===== src/rtl/vga_timing_gen_if.sv =====
// vga_timing_gen_if: VGA timing bundle driven by the generator and consumed by draw logic.
interface vga_timing_gen_if #(
  parameter int CNT_W = 10
);
  logic             Pix_Ena_Out;
  logic             Sync_Horiz_Out;
  logic             Sync_Vert_Out;
  logic             Disp_Ena_Out;
  logic [CNT_W-1:0] Val_Col_Out;
  logic [CNT_W-1:0] Val_Row_Out;
  logic             Line_Start_Out;
  logic             Frame_Start_Out;
  modport master (
    output Pix_Ena_Out, Sync_Horiz_Out, Sync_Vert_Out, Disp_Ena_Out,
    output Val_Col_Out, Val_Row_Out, Line_Start_Out, Frame_Start_Out
  );
  modport slave (
    input Pix_Ena_Out, Sync_Horiz_Out, Sync_Vert_Out, Disp_Ena_Out,
    input Val_Col_Out, Val_Row_Out, Line_Start_Out, Frame_Start_Out
  );
endinterface


===== src/rtl/vga_timing_gen.sv =====
// vga_timing_gen: parametrised VGA timing with integrated pixel-rate divider and tick-aligned delay pipe.
module vga_timing_gen #(
  parameter int H_ACTIVE = 640,
  parameter int H_FP     = 16,
  parameter int H_SYNC   = 96,
  parameter int H_BP     = 48,
  parameter int V_ACTIVE = 480,
  parameter int V_FP     = 10,
  parameter int V_SYNC   = 2,
  parameter int V_BP     = 33,
  parameter int H_POL    = 0,
  parameter int V_POL    = 0,
  parameter int CLK_DIV  = 4,
  parameter int PIPE_DLY = 0,
  parameter int CNT_W    = 10
) (
  input  logic       Master_Clock_In,
  input  logic       Reset_N_In,
  vga_timing_gen_if.master o_vga
);
  localparam int H_TOTAL = H_ACTIVE + H_FP + H_SYNC + H_BP;
  localparam int V_TOTAL = V_ACTIVE + V_FP + V_SYNC + V_BP;
  localparam int DIV_W   = (CLK_DIV > 1) ? $clog2(CLK_DIV) : 1;
  localparam logic [DIV_W-1:0] DIV_LAST = DIV_W'(CLK_DIV - 1);
  localparam logic [CNT_W-1:0] H_LAST = CNT_W'(H_TOTAL - 1);
  localparam logic [CNT_W-1:0] V_LAST = CNT_W'(V_TOTAL - 1);
  localparam logic [CNT_W-1:0] H_ACT  = CNT_W'(H_ACTIVE);
  localparam logic [CNT_W-1:0] V_ACT  = CNT_W'(V_ACTIVE);
  localparam logic [CNT_W-1:0] HS_BEG = CNT_W'(H_ACTIVE + H_FP);
  localparam logic [CNT_W-1:0] HS_END = CNT_W'(H_ACTIVE + H_FP + H_SYNC - 1);
  localparam logic [CNT_W-1:0] VS_BEG = CNT_W'(V_ACTIVE + V_FP);
  localparam logic [CNT_W-1:0] VS_END = CNT_W'(V_ACTIVE + V_FP + V_SYNC - 1);
  if (CLK_DIV < 1 || PIPE_DLY < 0 || PIPE_DLY > 7 ||
      H_TOTAL - 1 >= (1 << CNT_W) || V_TOTAL - 1 >= (1 << CNT_W) ||
      H_FP == 0 || H_SYNC == 0 || H_BP == 0 || V_FP == 0 || V_SYNC == 0 || V_BP == 0) begin : g_param_err
    $error("vga_timing_gen: illegal parameter set");
  end
  logic [DIV_W-1:0] r_div;
  logic             r_pix_ena;
  logic [CNT_W-1:0] r_h, r_v, r_col, r_row;
  logic             w_tick, w_act;
  logic [4:0]       w_dec;
  // stage bits {hsync active, vsync active, disp enable, line start, frame start}
  logic [4:0]       r_pipe [0:PIPE_DLY];
  assign w_tick = r_div == DIV_LAST;
  assign w_act  = r_h < H_ACT && r_v < V_ACT;
  assign w_dec  = {r_h >= HS_BEG && r_h <= HS_END, r_v >= VS_BEG && r_v <= VS_END,
                   w_act, r_h == '0, r_h == '0 && r_v == '0};
  always_ff @(posedge Master_Clock_In or negedge Reset_N_In) begin
    if (!Reset_N_In) begin
      r_div     <= '0;
      r_pix_ena <= 1'b0;
      r_h       <= '0;
      r_v       <= '0;
      r_col     <= '0;
      r_row     <= '0;
      for (int i = 0; i <= PIPE_DLY; i++) r_pipe[i] <= '0;
    end else begin
      r_div     <= w_tick ? '0 : r_div + DIV_W'(1);
      r_pix_ena <= w_tick;
      if (w_tick) begin
        r_h   <= (r_h == H_LAST) ? '0 : r_h + CNT_W'(1);
        if (r_h == H_LAST) r_v <= (r_v == V_LAST) ? '0 : r_v + CNT_W'(1);
        r_col <= w_act ? r_h : '0;
        r_row <= w_act ? r_v : '0;
        r_pipe[0] <= w_dec;
        for (int i = 1; i <= PIPE_DLY; i++) r_pipe[i] <= r_pipe[i-1];
      end
    end
  end
  // strobes are held in the pipe for a whole tick period but shown only on the tick clock
  assign o_vga.Pix_Ena_Out     = r_pix_ena;
  assign o_vga.Sync_Horiz_Out  = (H_POL != 0) ? r_pipe[PIPE_DLY][4] : ~r_pipe[PIPE_DLY][4];
  assign o_vga.Sync_Vert_Out   = (V_POL != 0) ? r_pipe[PIPE_DLY][3] : ~r_pipe[PIPE_DLY][3];
  assign o_vga.Disp_Ena_Out    = r_pipe[PIPE_DLY][2];
  assign o_vga.Line_Start_Out  = r_pipe[PIPE_DLY][1] & r_pix_ena;
  assign o_vga.Frame_Start_Out = r_pipe[PIPE_DLY][0] & r_pix_ena;
  assign o_vga.Val_Col_Out     = r_col;
  assign o_vga.Val_Row_Out     = r_row;
endmodule


===== src/flat_wrapper.sv =====
// flat-port wrapper written by rule: the top's interface ports become plain ports
module vga_timing_gen_flat 
#(
  parameter int H_ACTIVE = 640,
  parameter int H_FP     = 16,
  parameter int H_SYNC   = 96,
  parameter int H_BP     = 48,
  parameter int V_ACTIVE = 480,
  parameter int V_FP     = 10,
  parameter int V_SYNC   = 2,
  parameter int V_BP     = 33,
  parameter int H_POL    = 0,
  parameter int V_POL    = 0,
  parameter int CLK_DIV  = 4,
  parameter int PIPE_DLY = 0,
  parameter int CNT_W    = 10
)
  (Master_Clock_In, Reset_N_In, o_vga_Pix_Ena_Out, o_vga_Sync_Horiz_Out, o_vga_Sync_Vert_Out, o_vga_Disp_Ena_Out, o_vga_Val_Col_Out, o_vga_Val_Row_Out, o_vga_Line_Start_Out, o_vga_Frame_Start_Out);
  vga_timing_gen_if #(.CNT_W(CNT_W)) o_vga_i ();
  input  logic Master_Clock_In;
  input  logic Reset_N_In;
  output wire logic [$bits(o_vga_i.Pix_Ena_Out)-1:0] o_vga_Pix_Ena_Out;
  output wire logic [$bits(o_vga_i.Sync_Horiz_Out)-1:0] o_vga_Sync_Horiz_Out;
  output wire logic [$bits(o_vga_i.Sync_Vert_Out)-1:0] o_vga_Sync_Vert_Out;
  output wire logic [$bits(o_vga_i.Disp_Ena_Out)-1:0] o_vga_Disp_Ena_Out;
  output wire logic [$bits(o_vga_i.Val_Col_Out)-1:0] o_vga_Val_Col_Out;
  output wire logic [$bits(o_vga_i.Val_Row_Out)-1:0] o_vga_Val_Row_Out;
  output wire logic [$bits(o_vga_i.Line_Start_Out)-1:0] o_vga_Line_Start_Out;
  output wire logic [$bits(o_vga_i.Frame_Start_Out)-1:0] o_vga_Frame_Start_Out;
  assign o_vga_Pix_Ena_Out = o_vga_i.Pix_Ena_Out;
  assign o_vga_Sync_Horiz_Out = o_vga_i.Sync_Horiz_Out;
  assign o_vga_Sync_Vert_Out = o_vga_i.Sync_Vert_Out;
  assign o_vga_Disp_Ena_Out = o_vga_i.Disp_Ena_Out;
  assign o_vga_Val_Col_Out = o_vga_i.Val_Col_Out;
  assign o_vga_Val_Row_Out = o_vga_i.Val_Row_Out;
  assign o_vga_Line_Start_Out = o_vga_i.Line_Start_Out;
  assign o_vga_Frame_Start_Out = o_vga_i.Frame_Start_Out;
  vga_timing_gen #(.H_ACTIVE(H_ACTIVE), .H_FP(H_FP), .H_SYNC(H_SYNC), .H_BP(H_BP), .V_ACTIVE(V_ACTIVE), .V_FP(V_FP), .V_SYNC(V_SYNC), .V_BP(V_BP), .H_POL(H_POL), .V_POL(V_POL), .CLK_DIV(CLK_DIV), .PIPE_DLY(PIPE_DLY), .CNT_W(CNT_W)) u_core (.Master_Clock_In(Master_Clock_In), .Reset_N_In(Reset_N_In), .o_vga(o_vga_i));
endmodule

===== config.mk =====
export PLATFORM = sky130hd
export DESIGN_NAME = vga_timing_gen_flat
export DESIGN_NICKNAME = d
export VERILOG_FILES = /design/src/rtl/vga_timing_gen_if.sv /design/src/rtl/vga_timing_gen.sv /design/src/flat_wrapper.sv
export SDC_FILE = /design/constraint.sdc
export NUM_CORES = 1
export LEC_CHECK = 0
export BUFFER_PORTS_ARGS = -buffer_cell sky130_fd_sc_hd__buf_2
export CAP_MARGIN = 20
export CORE_ASPECT_RATIO = 1.1
export CORE_MARGIN = 3
export CORE_UTILIZATION = 57
export DETAILED_ROUTE_END_ITERATION = 10
export GPL_ROUTABILITY_DRIVEN = 0
export PLACE_DENSITY = 0.79
export RECOVER_POWER = 50
export SLEW_MARGIN = 20
export SYNTH_ARGS = -nofsm -noshare
export SYNTH_HDL_FRONTEND = slang
export SYNTH_SLANG_ARGS = --single-unit

===== constraint.sdc =====
create_clock -name Master_Clock_In -period 2.2 [get_ports Master_Clock_In]
set_clock_uncertainty 0.15 [all_clocks]
set_input_delay 0.44 -clock Master_Clock_In [delete_from_list [all_inputs] [get_ports Master_Clock_In]]
set_output_delay 0.44 -clock Master_Clock_In [all_outputs]
set_load 0.01 [all_outputs]

==> summary.md <==
| Metric | Value |
|---|---|
| DIE AREA | `around 0.0046 mm2` |
| Async set-reset flop share out of synthesis | `100.0%` |
| Post-DP HPWL | `between 3 and 4 mm` |
| PD cells | `697.2 mW/mm2` |
| Final wirelength | `approximately 4.2 mm` |
| Residual DRC | `0` |
| Num rows | `23` |
| Comb pwr share | `1.3%` |
| DRT iter0 DRCs | `78` |
| Die H | `approximately 71 um` |
| Die X | `around 65 um` |
| Core Box Area | `0.003684 mm2` |
| Number of flops mapped to enable cells by yosys | `0` |
| WHS Path Cells | `1` |
| Hold wc startpoint | `u_core.r_div[0]` |
| Fillers | `between 200 and 300` |
| Clk sinks | `48` |
| Actual slew at the worst max-slew pin | `1.233 ns` |
| Largest net degree at the start of global routing | `28` |
| Internal | `between 1 and 1.5 mW` |
| IO Count | `28` |
| Slew HR | `about 18%` |
| Clk_lat worst skew | `0.31 ns` |
| Multi-input logic area | `about 860 um2` |
| Synth Net Count | `approximately 200` |
| Mean Syn Cell Area | `~11 um2` |
| Clock Path Buffers | `2` |
| Critical Path End Type | `flop` |
| Critical path startpoint category | `flop` |
| H-Tree Depth | `2` |
| Via-to-Cell Ratio | `5.734` |
| WL/cell | `~16 um` |
| Number of global-route vias before repair | `between 1500 and 2000` |
| Main synth FF type | `dfrtp_1` |
| WS Path Type | `reg -> reg` |
| Clock Tree Root | `clkbuf_8` |
| P_sw | `0.3053 mW` |
| Max Slew Vio Count | `0` |
| Yosys warns | `0` |
| Leak | `~1.2 nW` |
| Tot Pwr | `roughly 1.8 mW` |
| FMAX | `approximately 490 MHz` |
| Most frequent cells in the layout | `48 x dfrtp_1, 19 x buf_2, 18 x a22o_1` |
| Diodes inserted | `0` |
| FF+latch area | `between 0.001 and 0.0015 mm2` |
| Final min period | `2.056 ns` |
| First-pass GRT wire length | `~7.3 mm` |
| Ratio of final minimum period to clock period | `between 90% and 100%` |
| Cell taking the most area after synthesis | `dfrtp_1` |
| R2r startpoint | `u_core.r_h[0]` |
| Final antenna-violating net count | `0` |
| Sequential power share | `between 50% and 60%` |
| Area Growth Syn to Fin | `14.99%` |
| Peak VDD IR | `around 0.44 mV` |
| Vias | `1554` |
| PortBufs | `27` |
| Clock share of power | `about half` |
| CP Launch Point | `u_core.r_h[0]` |
| Yosys top cell area share | `a little over half` |
| Most common cell after layout, fill and taps aside | `dfrtp_1` |
| Synth top area cells | `dfrtp_1 55%, a22o_1 7.2%, xnor2_1 4.4%, ha_1 2.9%, nor2_1 2.6%` |
| Final Setup Violations | `0` |
| Max Cap Viol | `0` |
| Mapped Cells | `about 200` |
| Final hold violation count | `0` |
| Gr ovfl total | `0` |
| Synth Register Bits | `48` |
| Critical Path AT | `2.10 ns` |
| Initial Util | `59.58%` |
| Sequential fraction of the synthesis area | `a little over half` |
| Reg clk slew, reported paths | `~0.08 ns` |
| Crit path max fanout | `6` |
| Cell Area, Synth | `around 0.0022 mm2` |
| CTS tree | `yes` |
| RSZ-0062 raised after global routing | `no` |
| Sw Share | `roughly 17%` |
| Initial antenna violation count | `0` |
| Data required, critical path | `2.24 ns` |
| Path category of the worst min-delay check | `reg -> reg` |
| Worst Reg-to-Reg Cells | `4` |
| Setup TNS | `0 ns` |
| TritonCTS buffer count | `5` |
| Post-synth cell types | `41` |
| TritonRoute pass-1 iters | `4` |
| Final net count | `around 230` |
| Status | `complete, no violations` |
| Total GRT Usage | `20.32%` |
| Layout cell share with drive strength beyond 1 | `a little under a fifth` |
## cell families after synthesis
| family | after synthesis | share of synthesized area [%] |
|---|---|---|
| adder cells (fa/ha/maj) | 5 | 2.851 |
| AND/OR/NAND/NOR | 65 | 18.02 |
| AO/OA/AOI/OAI | 33 | 11.86 |
| flip-flops | 48 | 54.73 |
| XOR/XNOR | 15 | 5.986 |
| multiplexers | 1 | 0.4561 |
| buffers and inverters | 28 | 6.100 |
## synth_stat cells, types with 2 or more instances
master    count
nand2_1       6
clkbuf_1      6
dfrtp_1      48
ha_1          5
buf_6         2
a22o_1       18
inv_1        11
buf_2         6
or4_1         2
o21ai_0       7
and2_1        2
nor2_1       15
xnor2_1      11
and3_1        4
xor2_1        4
nor4_1        5
nand3_1      11
nand4_1       4
o311ai_0      2
nand4b_1      2
clkbuf_2      2
nor3_1        3
## layer usage
metal	routed length (um)	vias up	global-route usage, %
met5	0	-	0
met4	94	0	8.756
met3	243	9	4.762
met2	2033	60	30.82
met1	1861	745	28.01
li1	-	740	-
## worst max-delay path, stage by stage, from the launching register on
cell and delay, ns:
dfrtp_1 0.43, ha_1 0.25, nand4_2 0.19, or4_4 0.56
a2111oi_2 0.37
## power groups by stage
| stage | clock [mW] | sequential (mW) | combinational [mW] |
|---|---|---|---|
| after floorplan | 0 | 0.899 | 0.000000426 |
| after global placement | 0 | 0.899 | 0.0210 |
| after detailed placement | 0 | 0.899 | 0.0224 |
| after CTS | 0.867 | 0.881 | 0.0240 |
| after global routing | 0.900 | 0.881 | 0.0263 |
| final | 0.856 | 0.881 | 0.0222 |
## path summary, 6_finish.rpt
| kind | slack [ns] | to |
|---|---|---|
| min in group asynchronous | 0.77 | u_core.r_pipe[2] |
| worst min-delay path | 0.28 | u_core.r_div[0] |
| worst max-delay path | 0.14 | u_core.r_v[9] |
| worst min register to register | 0.28 | u_core.r_div[0] |
| max in group asynchronous | 0.40 | u_core.r_v[4] |
| worst max register to register | 0.14 | u_core.r_v[9] |
## final cells by class
class | count | area share [%]
Timing Repair Buffer | 35 | 7.933
Clock buffer | 5 | 2.727
Sequential cell | 48 | 47.60
Tap cell | 50 | 2.479
Inverter | 11 | 1.636
Multi-Input combinational cell | 119 | 34.06
Clock inverter | 3 | 3.570
## repair_timing
| action | CTS | global route |
|---|---|---|
| buffers inserted | 0 | 0 |
| endpoints found under the hold margin | 21 | 0 |
| gates resized for setup | 0 | 0 |
| hold buffers | 1 | 0 |
## registers in the layout (all words and copies together), names as in the netlist
register and count:
u_core.o_vga.Val_Col_Out 10, u_core.o_vga.Val_Row_Out 10, u_core.r_h 10, u_core.r_v 10, u_core.r_pipe 5, u_core.r_div 2
u_core.o_vga.Pix_Ena_Out 1
## metrics by stage
step	utilization, %	instances	worst slack [ns]	hold WS (ns)	cell area [um2]
after floorplan	-	195	0.2394	-0.005591	2195
after global placement	64.20	262	0.2713	0.2632	2365
after detailed placement	64.20	262	0.1690	0.2699	2365
after CTS	68.78	271	0.1475	0.2844	2534
after global routing	68.51	271	0.03422	0.3071	2524
final	68.51	271	0.1440	0.2816	2524
Note: power is estimated with default switching activity, not from simulation.
